==> src/rtl/mctrl_pkg.sv <==
// Shared definitions for the multicycle controller: FSM states, opcodes,
// ALU operation codes and the decoded-control record.
package mctrl_pkg;

    typedef enum logic [2:0] {
        S_IDLE,
        S_FETCH,
        S_DECODE,
        S_EXEC,
        S_MEM,
        S_WB
    } state_t;

    localparam logic [6:0] OP_RTYPE  = 7'b0110011;
    localparam logic [6:0] OP_ITYPE  = 7'b0010011;
    localparam logic [6:0] OP_LOAD   = 7'b0000011;
    localparam logic [6:0] OP_STORE  = 7'b0100011;
    localparam logic [6:0] OP_BRANCH = 7'b1100011;
    localparam logic [6:0] OP_JALR   = 7'b1100111;

    localparam logic [3:0] ALU_ADD  = 4'b0000;
    localparam logic [3:0] ALU_SUB  = 4'b0001;
    localparam logic [3:0] ALU_AND  = 4'b0010;
    localparam logic [3:0] ALU_OR   = 4'b0011;
    localparam logic [3:0] ALU_XOR  = 4'b0100;
    localparam logic [3:0] ALU_SLL  = 4'b0101;
    localparam logic [3:0] ALU_SRL  = 4'b0110;
    localparam logic [3:0] ALU_SRA  = 4'b0111;
    localparam logic [3:0] ALU_SLT  = 4'b1000;
    localparam logic [3:0] ALU_SLTU = 4'b1001;

    localparam logic [31:0] NOP_INSTR = 32'h0000_0013;

    typedef struct packed {
        logic       illegal;
        logic       is_alu;
        logic       is_load;
        logic       is_store;
        logic       is_branch;
        logic       is_jalr;
        logic       alusrc_a;
        logic       alusrc_b;
        logic       taken;
        logic [3:0] alu_ctrl;
    } ctrl_t;

    // alt is funct7[5]; it selects SUB only for register-register ops
    function automatic logic [3:0] alu_from_funct3(input logic [2:0] funct3,
                                                   input logic       alt,
                                                   input logic       is_reg);
        logic [3:0] code;
        case (funct3)
            3'b000:  code = (alt && is_reg) ? ALU_SUB : ALU_ADD;
            3'b001:  code = ALU_SLL;
            3'b010:  code = ALU_SLT;
            3'b011:  code = ALU_SLTU;
            3'b100:  code = ALU_XOR;
            3'b101:  code = alt ? ALU_SRA : ALU_SRL;
            3'b110:  code = ALU_OR;
            default: code = ALU_AND;
        endcase
        return code;
    endfunction

endpackage

==> src/rtl/mctrl_decoder.sv <==
// Combinational instruction decode: instruction class, ALU operand/op selects
// and branch outcome from the datapath flags.
module mctrl_decoder
    import mctrl_pkg::*;
(
    input  logic [31:0] instr,
    input  logic        zero,
    input  logic        lsb,
    output ctrl_t       ctrl
);

    logic [2:0] funct3;
    logic       flag;
    logic       unused_fields;

    assign funct3        = instr[14:12];
    assign unused_fields = ^{instr[31], instr[29:15], instr[11:7]};

    // Signed/unsigned compares report through the ALU result LSB, equality through zero
    assign flag = funct3[2] ? lsb : zero;

    always_comb begin
        ctrl          = '0;
        ctrl.alu_ctrl = ALU_ADD;
        case (instr[6:0])
            OP_RTYPE: begin
                ctrl.is_alu   = 1'b1;
                ctrl.alusrc_a = 1'b1;
                ctrl.alu_ctrl = alu_from_funct3(funct3, instr[30], 1'b1);
            end
            OP_ITYPE: begin
                ctrl.is_alu   = 1'b1;
                ctrl.alusrc_a = 1'b1;
                ctrl.alusrc_b = 1'b1;
                ctrl.alu_ctrl = alu_from_funct3(funct3, instr[30], 1'b0);
            end
            OP_LOAD: begin
                ctrl.is_load  = 1'b1;
                ctrl.alusrc_a = 1'b1;
                ctrl.alusrc_b = 1'b1;
            end
            OP_STORE: begin
                ctrl.is_store = 1'b1;
                ctrl.alusrc_a = 1'b1;
                ctrl.alusrc_b = 1'b1;
            end
            OP_BRANCH: begin
                ctrl.is_branch = 1'b1;
                ctrl.alusrc_a  = 1'b1;
                ctrl.alu_ctrl  = funct3[2] ? (funct3[1] ? ALU_SLTU : ALU_SLT) : ALU_SUB;
                ctrl.taken     = flag ^ funct3[0];
            end
            OP_JALR: begin
                ctrl.is_jalr  = 1'b1;
                ctrl.alusrc_a = 1'b1;
                ctrl.alusrc_b = 1'b1;
            end
            default: ctrl.illegal = 1'b1;
        endcase
    end

endmodule

==> src/rtl/multicycle_ctrl.sv <==
// Multicycle control FSM with instruction/data memory handshakes.
// Optional MCTRL_PERF_CNT_EN adds retired_cnt/stall_cnt performance counters.
module multicycle_ctrl
    import mctrl_pkg::*;
(
    input  logic        clock,
    input  logic        reset_,
    input  logic        run,
    output logic        imem_req,
    input  logic        imem_ack,
    input  logic [31:0] imem_rdata,
    output logic        dmem_req,
    output logic        dmem_we,
    input  logic        dmem_ack,
    output logic [31:0] instr,
    input  logic        zero,
    input  logic        LSb_aluresult,
    output logic        pc_en,
    output logic        regwrite,
    output logic        memtoreg,
    output logic        alusrcA,
    output logic        alusrcB,
    output logic        selBranch,
    output logic        jump,
    output logic [3:0]  aluControl,
    output logic        illegal_instr,
    output logic        halted
`ifdef MCTRL_PERF_CNT_EN
    ,
    output logic [31:0] retired_cnt,
    output logic [31:0] stall_cnt
`endif
);

    state_t state_reg;
    ctrl_t  ctrl;

    mctrl_decoder u_decoder (
        .instr (instr),
        .zero  (zero),
        .lsb   (LSb_aluresult),
        .ctrl  (ctrl)
    );

    always_ff @(posedge clock or negedge reset_) begin
        if (!reset_) begin
            state_reg  <= S_IDLE;
            imem_req   <= 1'b0;
            dmem_req   <= 1'b0;
            dmem_we    <= 1'b0;
            instr      <= NOP_INSTR;
            regwrite   <= 1'b0;
            memtoreg   <= 1'b0;
            alusrcA    <= 1'b0;
            alusrcB    <= 1'b0;
            aluControl <= ALU_ADD;
            halted     <= 1'b1;
        end else begin
            case (state_reg)
                S_IDLE: begin
                    if (run) begin
                        state_reg <= S_FETCH;
                        imem_req  <= 1'b1;
                        halted    <= 1'b0;
                    end
                end
                S_FETCH: begin
                    if (imem_ack) begin
                        instr     <= imem_rdata;
                        imem_req  <= 1'b0;
                        state_reg <= S_DECODE;
                    end
                end
                S_DECODE: begin
                    if (ctrl.illegal) begin
                        if (run) begin
                            state_reg <= S_FETCH;
                            imem_req  <= 1'b1;
                        end else begin
                            state_reg <= S_IDLE;
                            halted    <= 1'b1;
                        end
                    end else begin
                        state_reg  <= S_EXEC;
                        alusrcA    <= ctrl.alusrc_a;
                        alusrcB    <= ctrl.alusrc_b;
                        aluControl <= ctrl.alu_ctrl;
                    end
                end
                S_EXEC: begin
                    if (ctrl.is_load || ctrl.is_store) begin
                        state_reg <= S_MEM;
                        dmem_req  <= 1'b1;
                        dmem_we   <= ctrl.is_store;
                    end else if (ctrl.is_alu) begin
                        state_reg <= S_WB;
                        regwrite  <= 1'b1;
                    end else begin
                        state_reg <= S_FETCH;
                        imem_req  <= 1'b1;
                    end
                end
                S_MEM: begin
                    if (dmem_ack) begin
                        dmem_req <= 1'b0;
                        dmem_we  <= 1'b0;
                        if (ctrl.is_store) begin
                            state_reg <= S_FETCH;
                            imem_req  <= 1'b1;
                        end else begin
                            state_reg <= S_WB;
                            regwrite  <= 1'b1;
                            memtoreg  <= 1'b1;
                        end
                    end
                end
                S_WB: begin
                    regwrite <= 1'b0;
                    memtoreg <= 1'b0;
                    if (run) begin
                        state_reg <= S_FETCH;
                        imem_req  <= 1'b1;
                    end else begin
                        state_reg <= S_IDLE;
                        halted    <= 1'b1;
                    end
                end
                default: begin
                    state_reg <= S_IDLE;
                    imem_req  <= 1'b0;
                    dmem_req  <= 1'b0;
                    halted    <= 1'b1;
                end
            endcase
        end
    end

    // PC strobes depend on same-cycle flags/acks, so they are decoded from the state
    always_comb begin
        pc_en         = 1'b0;
        selBranch     = 1'b0;
        jump          = 1'b0;
        illegal_instr = 1'b0;
        case (state_reg)
            S_DECODE: begin
                illegal_instr = ctrl.illegal;
                pc_en         = ctrl.illegal;
            end
            S_EXEC: begin
                pc_en     = ctrl.is_branch | ctrl.is_jalr;
                selBranch = ctrl.is_branch & ctrl.taken;
                jump      = ctrl.is_jalr;
            end
            S_MEM:   pc_en = ctrl.is_store & dmem_ack;
            S_WB:    pc_en = 1'b1;
            default: pc_en = 1'b0;
        endcase
    end

`ifdef MCTRL_PERF_CNT_EN
    always_ff @(posedge clock or negedge reset_) begin
        if (!reset_) begin
            retired_cnt <= '0;
            stall_cnt   <= '0;
        end else begin
            if (pc_en) begin
                retired_cnt <= retired_cnt + 32'd1;
            end
            if ((imem_req && !imem_ack) || (dmem_req && !dmem_ack)) begin
                stall_cnt <= stall_cnt + 32'd1;
            end
        end
    end
`endif

endmodule

==> config.mk <==
export PLATFORM = sky130hd
export DESIGN_NAME = multicycle_ctrl
export DESIGN_NICKNAME = d
export VERILOG_FILES = /design/src/rtl/mctrl_pkg.sv /design/src/rtl/mctrl_decoder.sv /design/src/rtl/multicycle_ctrl.sv
export SDC_FILE = /design/constraint.sdc
export NUM_CORES = 1
export LEC_CHECK = 0
export BUFFER_PORTS_ARGS = -buffer_cell sky130_fd_sc_hd__buf_4
export CORE_ASPECT_RATIO = 1.5
export CORE_MARGIN = 2
export CORE_UTILIZATION = 50
export DETAILED_ROUTE_END_ITERATION = 8
export PLACE_DENSITY = 0.8
export SLEW_MARGIN = 20
export SYNTH_ARGS = -nofsm -noshare
export SYNTH_HDL_FRONTEND = slang
export SYNTH_SLANG_ARGS = --single-unit
==> constraint.sdc <==
create_clock -name clock -period 1.9 [get_ports clock]
set_input_delay 0.38 -clock clock [delete_from_list [all_inputs] [get_ports clock]]
set_output_delay 0.38 -clock clock [all_outputs]
set_load 0.05 [all_outputs]
== Word-level counts from Yosys, hierarchy flattened ==
Cells that the tools add are included.
Word-level totals
  input bits: 39
  flip-flop bits (word level): 47
  output and inout bits: 48
Operators by class
  bitwise operators: 6
  muxes and demuxes: 52
  eq/ne operators: 27
  reductions and logical operators: 21
Operator list (count)
  4-bit one-hot mux with 7 select lines: 2
  1-bit two-way mux: 33
  3-bit two-way mux: 7
  2-bit != test (second input constant): 10
  3-bit one-hot mux with 6 select lines: 1
  3-bit == test (second input constant): 5
  3-bit AND reduction: 5
  7-bit by 6-bit == test with 1-bit output (second input constant): 2
  7-bit == test (second input constant): 2
  3-bit by 2-bit == test with 1-bit output (second input constant): 4
  4-bit one-hot mux with 3 select lines: 1
  1-bit one-hot mux with 4 select lines: 2
  4-bit OR reduction: 2
  7-bit by 2-bit == test with 1-bit output (second input constant): 1
  7-bit by 5-bit == test with 1-bit output (second input constant): 1
  3-bit by 1-bit == test with 1-bit output (second input constant): 2
  3-bit logical NOT: 2
  1-bit one-hot mux with 3 select lines: 2
  6-bit AND reduction: 1
  6-bit OR reduction: 1
  1-bit one-hot mux with 5 select lines: 1
  5-bit AND reduction: 1
  4-bit two-way mux: 1
  1-bit one-hot mux with 2 select lines: 2
  other kinds (10): 15

== Logic depth before layout (Yosys ltp) ==
  word-level depth: 6
  mapped depth: 7
  gate-level depth less buffers: 4

== Hierarchy ==
Synthesis repeated with hierarchy kept, for this count alone.
Second synthesis, totals
  cells, all modules: 191
  area total of the unflattened synthesis: 2452.4 µm²
Modules (own cells, without submodules)
  multicycle_ctrl: area each 2207.1 µm², instances 1, cells each 158
  mctrl_decoder: area each 245.2 µm², instances 1, cells each 33

== Least setup slack after synthesis ==
OpenSTA, ideal clock, no wires.
  path kind: register -> output
  from: register instr[4]
  to: output port illegal_instr
  buffers on the path: 1
  cell stages (with the launch flop): 5
  data arrival time: 2.162 ns
  setup slack: -0.642 ns
  required time: 1.520 ns
  path through: dfstp_2 -> buf_4 -> nand3b_1 -> a21oi_1 -> nor3_1
On the way
  longest elaborated chain between the ends: 4
Ends and longest elaborated chain
  start: declaration: RTL line multicycle_ctrl.sv:15  | output logic [31:0] instr,
  start signal: assignment: RTL line multicycle_ctrl.sv:69  | instr <= imem_rdata;
  7-bit by 6-bit == test with 1-bit output (tied with other cells): RTL line mctrl_decoder.sv:25  | case (instr[6:0])
  6-bit OR reduction (no source line) (*)
  1-bit two-way mux (*): RTL line mctrl_decoder.sv:25
  1-bit two-way mux (*): RTL line multicycle_ctrl.sv:144  | case (state_reg)
  end: declaration: RTL line multicycle_ctrl.sv:26  | output logic illegal_instr,
Every way passes the cells marked *; elsewhere a longest branch is shown, timed or not.

== Worst setup path after layout ==
  from: register instr[0]
  to: output port pc_en
On the way
  longest elaborated chain between the ends: 4
Ends and longest elaborated chain
  7-bit by 6-bit == test with 1-bit output (tied with other cells): RTL line mctrl_decoder.sv:25
  6-bit OR reduction (no source line) or 1-bit two-way mux (tied branches)
  1-bit two-way mux (tied with other cells): RTL line mctrl_decoder.sv:25
  1-bit one-hot mux with 4 select lines (*): RTL line multicycle_ctrl.sv:144
  end: declaration: RTL line multicycle_ctrl.sv:18  | output logic pc_en,
Marks and branches as above.

==> metrics.cfg <==
[power]
power.density_nw_per_um2 = 2030
ir_drop_mv = 1.26
leakage_nw = 1.62

[worst_setup_path]
ff2ff_setup_slack_ns = 0.16
crit_path_end = pc_en
critPathCaptureType = output port
start_kind = flip-flop
worstPathArrival_ns = 1.64
crit_type = flip-flop to output port
reg2reg_from = instr[4]$_DFFE_PN1P_
r2r-end = imem_req$_DFFE_PN0P_
crit_start = instr[0]$_DFFE_PN1P_
path_max_fanout = 5
r2r_cells = 5
critPathRequiredTime_ns = 1.52

[sta]
finalClockSkew_ns = 0.0137
fin_crit_sh_pct = 106
hold_viol = 0
worst_pin_slew_ns = 0.596
fmax_ghz = 0.495
fin_ws_ns = -0.122
layout_min_cycle_time_ns = 2.02
setup_viol = 4
tns_ns = -0.373
slew_headroom_pct = 60.3
slew_viol_final = 0
rsz0062_at_grt = yes

[yosys]
ys.flop_type = dfrtp_1
synthCells = 203
synth_nets = 242
syn_avg_cell_area_sq_um = 12.2
async_flop_share_pct = 100
synthTopCellsByArea = dfrtp_1 (43%), mux2_4 (16%), dfstp_2 (4.2%), buf_12 (3.2%), a21oi_1 (2.6%)
yosys_warnings = 0
yosysTopAreaCell = dfrtp_1
synth_edf_count = 0
synth_top_area_share_pct = 43.4
yosysSeqAreaShare_pct = 47.7
synth_area_sq_um = 2480
synth.ff_latch_count = 47
yosysUniqueCellTypes = 52

[min_path]
hold_class = input port to asynchronous set/reset pin

[routing]
drtIter0Drc = 53
routed_wirelength_um = 6230
drtAntennaViolNets = 0
wl_per_cell_um = 16.6
vias = 2016
first_pass_iters = 4
avgViaCountPerCell = 5.38
drc = 0

[global_routing]
antenna_found_initial = 0
grt_max_degree = 48
gr-total-overflow = 0
grt_pass1_wl_um = 9940
grt_pass1_vias = 1998
grt_use_total_pct = 24.1

[clock_network]
cts_buffer_depth = 2
clkLatencyLatePin_ns = 0.32
htreeDepth = 2
cts-hold-fix-buffers = 0
cts_tree = yes
cts_num_sinks = 47
cts-root-buf = clkbuf_8
clk_pin_slew_worst_paths_ns = 0.11
cts-buffers-inserted = 5

[layout]
final_cell_mix = buf_4 (102), dfrtp_1 (37), mux2_4 (26), nand2_1 (11), a21oi_1 (10)
synthToLayoutAreaGrowth_pct = 41.7
drive_gt1_share_pct = 57.0
n_antenna_cell = 0
nNetsFinal = 347
mostFrequentLayoutCell = buf_4
largest_reg_flops = 32
finalCoreUtilization_pct = 73.0

[floorplanning]
die_area_sq_um = 5550
initial_core_util_pct = 51.5
die_y_um = 90.2
io_pins = 87
fp-row-count = 31
die_w_um = 61.5
core_sq_um = 4810

[placed_design]
io_buffers = 86
dp_hpwl_um = 4270
gp_congestion = 0.791

[job]
maxCapViolations = 0

[status]
violations = negative setup slack
outcome = finished, violations left

==> kinds of logic (layout without fill, tap and decap cells) <==
| logic type | count (synthesis) | after routing | synth area share (%) |
|---|---|---|---|
| DFF | 47 | 47 | 47.7 |
| muxes | 35 | 35 | 19.6 |
| and+or+nand+nor | 56 | 56 | 13.9 |
| buffers and inverters | 18 | 124 | 6.11 |
| AOI/OAI and AO/OA | 46 | 46 | 12.3 |
| xor gates and xnor gates | 1 | 1 | 0.354 |
==> critical path: stages (launching register included) <==
cell and delay (ns):
dfstp_2 0.59, nand4b_1 0.12, mux2i_1 0.20, a21oi_2 0.10
o22ai_4 0.15, buf_6 0.18
==> through the flow <==
step           area [sq um]  instances  setup WS (ns)  hold WS, ns  power [W]
3_5_place_dp           3240        355          0.119        0.430    0.00613
6_report               3510        375         -0.122       0.0505    0.00711
5_1_grt                3510        375         -0.202       0.0869    0.00747
2_1_floorplan          2530        203        -0.0262       0.0844    0.00498
3_3_place_gp           3240        355          0.152        0.419    0.00605
4_1_cts                3470        373         -0.105       0.0739    0.00703
==> how the worst min path moves through the flow <==
stage / start / end / slack [ns] / depth (start not counted)
after floorplan: reset_ / aluControl[0]$_DFFE_PN0P_ / 0.08 / 0
after global routing: reset_ / instr[19]$_DFFE_PN0P_ / 0.09 / 1
final: reset_ / instr[19]$_DFFE_PN0P_ / 0.05 / 1
after global placement: reset_ / instr[10]$_DFFE_PN0P_ / 0.42 / 1
after detailed placement: reset_ / instr[19]$_DFFE_PN0P_ / 0.43 / 1
after CTS: reset_ / instr[19]$_DFFE_PN0P_ / 0.07 / 1
==> final cells by class <==
class,instances,area [sq um]
fill,386,1300
multi-input combinational,138,1220
sequential,47,1190
timing repair buffer,111,901
tap,66,82.6
clock buffer,5,68.8
clock inverter,3,27.5
inverter,5,18.8
==> cell usage after synthesis, drive strengths merged, types with 5 or more instances <==
cell type / number
inv: 5
nor2: 10
nor3: 5
buf: 10
nand2: 11
mux2: 31
a21oi: 13
nand2b: 6
o21ai: 11
dfrtp: 43
==> power breakdown <==
part / switching [W] / internal (W)
Combinational: 0.00271 / 0.00186
Sequential: 0.000391 / 0.00148
Clock: 0.000397 / 0.000273
Total: 0.00350 / 0.00361
==> layer usage <==
metal | vias to the layer above | GRT usage (%) | share of wire (%)
met5 | - | 0 | 0
li1 | 942 | - | -
met4 | 0 | 8.69 | 2.6
met2 | 55 | 41.2 | 55
met3 | 12 | 4.03 | 3.6
met1 | 1007 | 29.2 | 39
==> what timing repair did <==
item | CTS | global route
setup buffers | 10 | 2
endpoints found under the setup margin | 4 | 5
pin swaps | 6 | 1
gates resized for setup | 19 | 2
Power figures use the tool's default switching activity.
